**config.mk**
```make
export PLATFORM = sky130hd
export DESIGN_NAME = tt_input_debouncer
export DESIGN_NICKNAME = d
export VERILOG_FILES = /design/src/rtl/tt_input_debouncer.sv
export SDC_FILE = /design/constraint.sdc
export NUM_CORES = 1
export LEC_CHECK = 0
export CAP_MARGIN = 20
export CORE_ASPECT_RATIO = 0.75
export CORE_MARGIN = 3
export CORE_UTILIZATION = 25
export DETAILED_ROUTE_END_ITERATION = 10
export PLACE_DENSITY = 0.39
export SYNTH_ARGS = -nofsm -noshare
export SYNTH_HDL_FRONTEND = slang
export SYNTH_SLANG_ARGS = --single-unit
```
**constraint.sdc**
```tcl
create_clock -name clk -period 2.15 [get_ports clk]
set_input_delay 0.43 -clock clk [delete_from_list [all_inputs] [get_ports clk]]
set_output_delay 0.43 -clock clk [all_outputs]
set_load 0.005 [all_outputs]
```
**src/rtl/tt_input_debouncer.sv**
```systemverilog
// tt_input_debouncer
// Per-bit input conditioner: 2-flop synchroniser, consecutive-sample
// debounce counter, registered clean level and one-cycle rise/fall strobes.
// Every output is a flop, so no input reaches an output combinationally.
module tt_input_debouncer #(
    parameter int unsigned WIDTH           = 8,
    parameter int unsigned DEBOUNCE_CYCLES = 16
) (
    input  logic             clk,
    input  logic             rst_n,
    input  logic             ena,
    input  logic [WIDTH-1:0] raw_in,
    output logic [WIDTH-1:0] clean_out,
    output logic [WIDTH-1:0] rise_pulse,
    output logic [WIDTH-1:0] fall_pulse,
    output logic             any_change
);

    // Counter width: enough to hold DEBOUNCE_CYCLES-1, never narrower than 1 bit.
    localparam int unsigned CW = ($clog2(DEBOUNCE_CYCLES) > 1) ? $clog2(DEBOUNCE_CYCLES) : 1;
    localparam logic [CW-1:0] CNT_LAST = CW'(DEBOUNCE_CYCLES - 1);

    logic [WIDTH-1:0]         sync_s1;
    logic [WIDTH-1:0]         sync_s2;
    logic [WIDTH-1:0][CW-1:0] cnt_q;
    logic [WIDTH-1:0][CW-1:0] cnt_d;
    logic [WIDTH-1:0]         clean_d;
    logic [WIDTH-1:0]         rise_d;
    logic [WIDTH-1:0]         fall_d;

    // Two-flop synchroniser; keeps shifting regardless of ena.
    always_ff @(posedge clk or negedge rst_n) begin
        if (!rst_n) begin
            sync_s1 <= '0;
            sync_s2 <= '0;
        end else begin
            sync_s1 <= raw_in;
            sync_s2 <= sync_s1;
        end
    end

    // Per-bit debounce decision: clear on match, accept at the terminal count, else count up.
    always_comb begin
        cnt_d   = '0;
        clean_d = clean_out;
        rise_d  = '0;
        fall_d  = '0;
        for (int unsigned i = 0; i < WIDTH; i++) begin
            if (sync_s2[i] == clean_out[i]) begin
                cnt_d[i] = '0;
            end else if (cnt_q[i] == CNT_LAST) begin
                cnt_d[i]   = '0;
                clean_d[i] = sync_s2[i];
                rise_d[i]  = sync_s2[i];
                fall_d[i]  = ~sync_s2[i];
            end else begin
                cnt_d[i] = cnt_q[i] + CW'(1);
            end
        end
    end

    // Debounce state and strobes; state holds and strobes drop while ena is low.
    always_ff @(posedge clk or negedge rst_n) begin
        if (!rst_n) begin
            cnt_q      <= '0;
            clean_out  <= '0;
            rise_pulse <= '0;
            fall_pulse <= '0;
            any_change <= 1'b0;
        end else if (ena) begin
            cnt_q      <= cnt_d;
            clean_out  <= clean_d;
            rise_pulse <= rise_d;
            fall_pulse <= fall_d;
            any_change <= |(rise_d | fall_d);
        end else begin
            rise_pulse <= '0;
            fall_pulse <= '0;
            any_change <= 1'b0;
        end
    end

endmodule

```
==> run_results.csv <==
group,metric,value,unit
sta,finalHoldViolations,0,
setup_path,cp_slowest_cell,"clkdlybuf4s50_1",
clocking,clk_path_buf_depth,2,
setup_path,crit_fanout,6,
power_and_ir_drop,cellPowerDensity,891,nW/um^2
drt,drt_iter0_markers,107,
yosys,ys.flop_type,"dfrtp_1",
sta,fin_setup_tns,0,ns
sta,tightestPinTransition,0.417,ns
worst_hold_path,hold_start,"sync_s1[0]",
global_route,met3_usage,0.0407,
yosys,synth_edf_count,0,
die,io_pins,36,
global_route,grt.busiest_layer,"met1",
setup_path,cp_data_arrival_time,1.32,ns
clocking,cts_resized,0,
layout,diodes,0,
yosys,ys_ff_latch,73,
die,rows,34,
job,cap_violations,0,
global_route,overflow,0,
sta,period_share,0.815,
layout,final_cell_mix,"73 x dfrtp_1, 34 x clkdlybuf4s50_1, 24 x nand2_1, 18 x o21ai_0, 16 x nor3b_1",
worst_hold_path,holdPathEnd,"sync_s2[0]",
setup_path,crit_type,"register to primary output",
global_route,grt_pass1_vias,1964,
sta,rsz0062_at_grt,"no",
die,core-area,11700,um^2
die,die_w,133,um
run_status,outcome,"finished, final reports clean",
setup_path,start_kind,"register",
layout,final_common_cell,"dfrtp_1",
drt,dr.pass1.iters,4,
power_and_ir_drop,p_leak,1.74,nW
placed_design,place_hpwl,3860,um
clocking,cts_inserted_buffers,9,
setup_path,path_cells,"clkdlybuf4s50_1",
clocking,cts-root-buf,"clkbuf_16",
setup_path,cpLargestDelayFamily,"buffers and inverters",
clocking,clk_pin_slew,0.05,ns
sta,timing.hold.ws,0.345,ns
placed_design,gp_congestion,0.733,
sta,max_freq,0.571,GHz
placed_design,numPortBuffers,35,
clocking,cts-htree-levels,3,
drt,num_vias,2026,
global_route,grt_max_degree,54,
sta,final-setup-viol-count,0,
sta,slew_violations,0,
layout,fillers,1178,
global_route,met2_usage,0.128,
global_route,met1_usage,0.130,
yosys,synth_nets,267,
setup_path,r2r_end,"any_change",
power_and_ir_drop,irDropWorstVdd,0.372,mV
setup_path,endpoint_kind,"primary output",
clocking,tritoncts,"yes",
layout,drive_gt1_frac,0.133,
drt,wirelength,5790,um
drt,via_per_inst,4.39,
global_route,grtUsageTotal,0.0941,
yosys,synth_cell_type_count,35,
sta,fin_worst_skew,0.00788,ns
drt,route.detailed.drc,0,
sta,period_minus_slack,1.75,ns
yosys,synthTopCellsByArea,"dfrtp_1 60%, mux2_2 4.1%, nor3b_1 4.0%",
worst_hold_path,holdPathStages,0,
yosys,netlist_instances,248,
setup_path,rr_startpoint,"clean_out[5]",
yosys,async_flop_share,1.00,
layout,fin_nets,314,
setup_path,cp_num_buf_inv,1,
global_route,antenna_found_initial,0,
sta,slew_headroom,0.721,
drt,ant_nets,0,
yosys,postSynthAreaPerCell,12.2,um^2
die,die_h,101,um
global_route,grt_pass1_wl,9870,um
layout,syn_to_final_growth,31.2,%
setup_path,slowest_delay,0.55,ns
yosys,synth_top_area_share,0.602,
yosys,synth_seq_area_share,0.602,
clocking,clock_sinks,73,
yosys,ys_warn_count,0,
drt,wl_per_cell,12.5,um
setup_path,critical_path_required,1.72,ns
clocking,clk_latency,0.33,ns
layout,final_util,0.339,
setup_path,reg2reg_depth,4,
setup_path,r2r_slack,0.62,ns
die,start_util,0.258,
yosys,synthesis.area,3030,um^2
worst_hold_path,min_path_type,"register to register",
yosys,yosys.area.top_type,"dfrtp_1",
die,die_area,13500,um^2
kinds of logic (layout without fill, tap and decap cells):
kind of cell / after synthesis / after routing / synth area share
simple gates: 87 / 87 / 0.159
flops: 73 / 73 / 0.602
compound gates: 46 / 46 / 0.103
mux: 15 / 15 / 0.0540
xor+xnor: 11 / 11 / 0.0367
fa+ha+maj: 8 / 8 / 0.0330
buf+inv: 8 / 60 / 0.0124
final cells by class:
| type | count | area [um^2] | area share |
|---|---|---|---|
| Sequential cell | 73 | 1830 | 0.459 |
| Multi-Input combinational cell | 167 | 1170 | 0.294 |
| Timing Repair Buffer | 42 | 415 | 0.104 |
| Clock buffer | 10 | 229 | 0.0575 |
| Tap cell | 162 | 203 | 0.0509 |
| Clock inverter | 6 | 130 | 0.0327 |
| Inverter | 2 | 7.51 | 0.00189 |
through the flow:
stage / cells / cell area, um^2 / total power [W] / setup WS, ns
2_1_floorplan: 248 / 3030 / 0.00167 / 0.792
6_report: 462 / 3980 / 0.00355 / 0.397
3_5_place_dp: 445 / 3610 / 0.00177 / 0.263
3_3_place_gp: 445 / 3610 / 0.00177 / 0.314
4_1_cts: 462 / 3980 / 0.00363 / 0.372
5_1_grt: 462 / 3980 / 0.00373 / 0.338
cell usage after synthesis (4+ instances only):
master,count
dfrtp_1,73
nand2_1,24
o21ai_0,18
nor3b_1,16
nand3_1,15
mux2_2,11
o2bb2ai_1,9
ha_1,8
nor3_1,7
and3_1,6
nand2b_1,6
xnor2_1,5
mux2i_1,4
nand4_1,4
xor2_1,4
worst max path at each step:
stage / depth (start not counted) / end / start / slack [ns]
after floorplan: 4 / clean_out[1] / cnt_q[4] / 0.79
after global placement: 4 / clean_out[7] / ena / 0.31
after detailed placement: 4 / clean_out[5] / ena / 0.26
after CTS: 1 / clean_out[4] / clean_out[4] / 0.37
after global routing: 1 / clean_out[6] / clean_out[6] / 0.34
final: 1 / clean_out[4] / clean_out[4] / 0.40
sequential cells by signal, indices dropped and copies added (netlist names):
signal and flops:
sync_s2 8, any_change 1, fall_pulse 8, cnt_q 32, rise_pulse 8, clean_out 8
sync_s1 8
repair_timing:
| action | 4_1_cts | 5_1_grt |
|---|---|---|
| hold endpoints to repair | 20 | 0 |
| hold buffers | 1 | 0 |
| buffers inserted | 0 | 0 |
layer usage:
layer | share of wire | vias to the layer above
li1 | - | 1004
met1 | 0.52 | 979
met2 | 0.41 | 35
met3 | 0.055 | 8
met4 | 0.014 | 0
met5 | 0 | -
power breakdown:
part | switching, W | internal, W | total [W]
Sequential | 0.0000706 | 0.00145 | 0.00152
Combinational | 0.000112 | 0.000107 | 0.000219
Clock | 0.000565 | 0.00125 | 0.00181
Power figures use the tool's default switching activity.
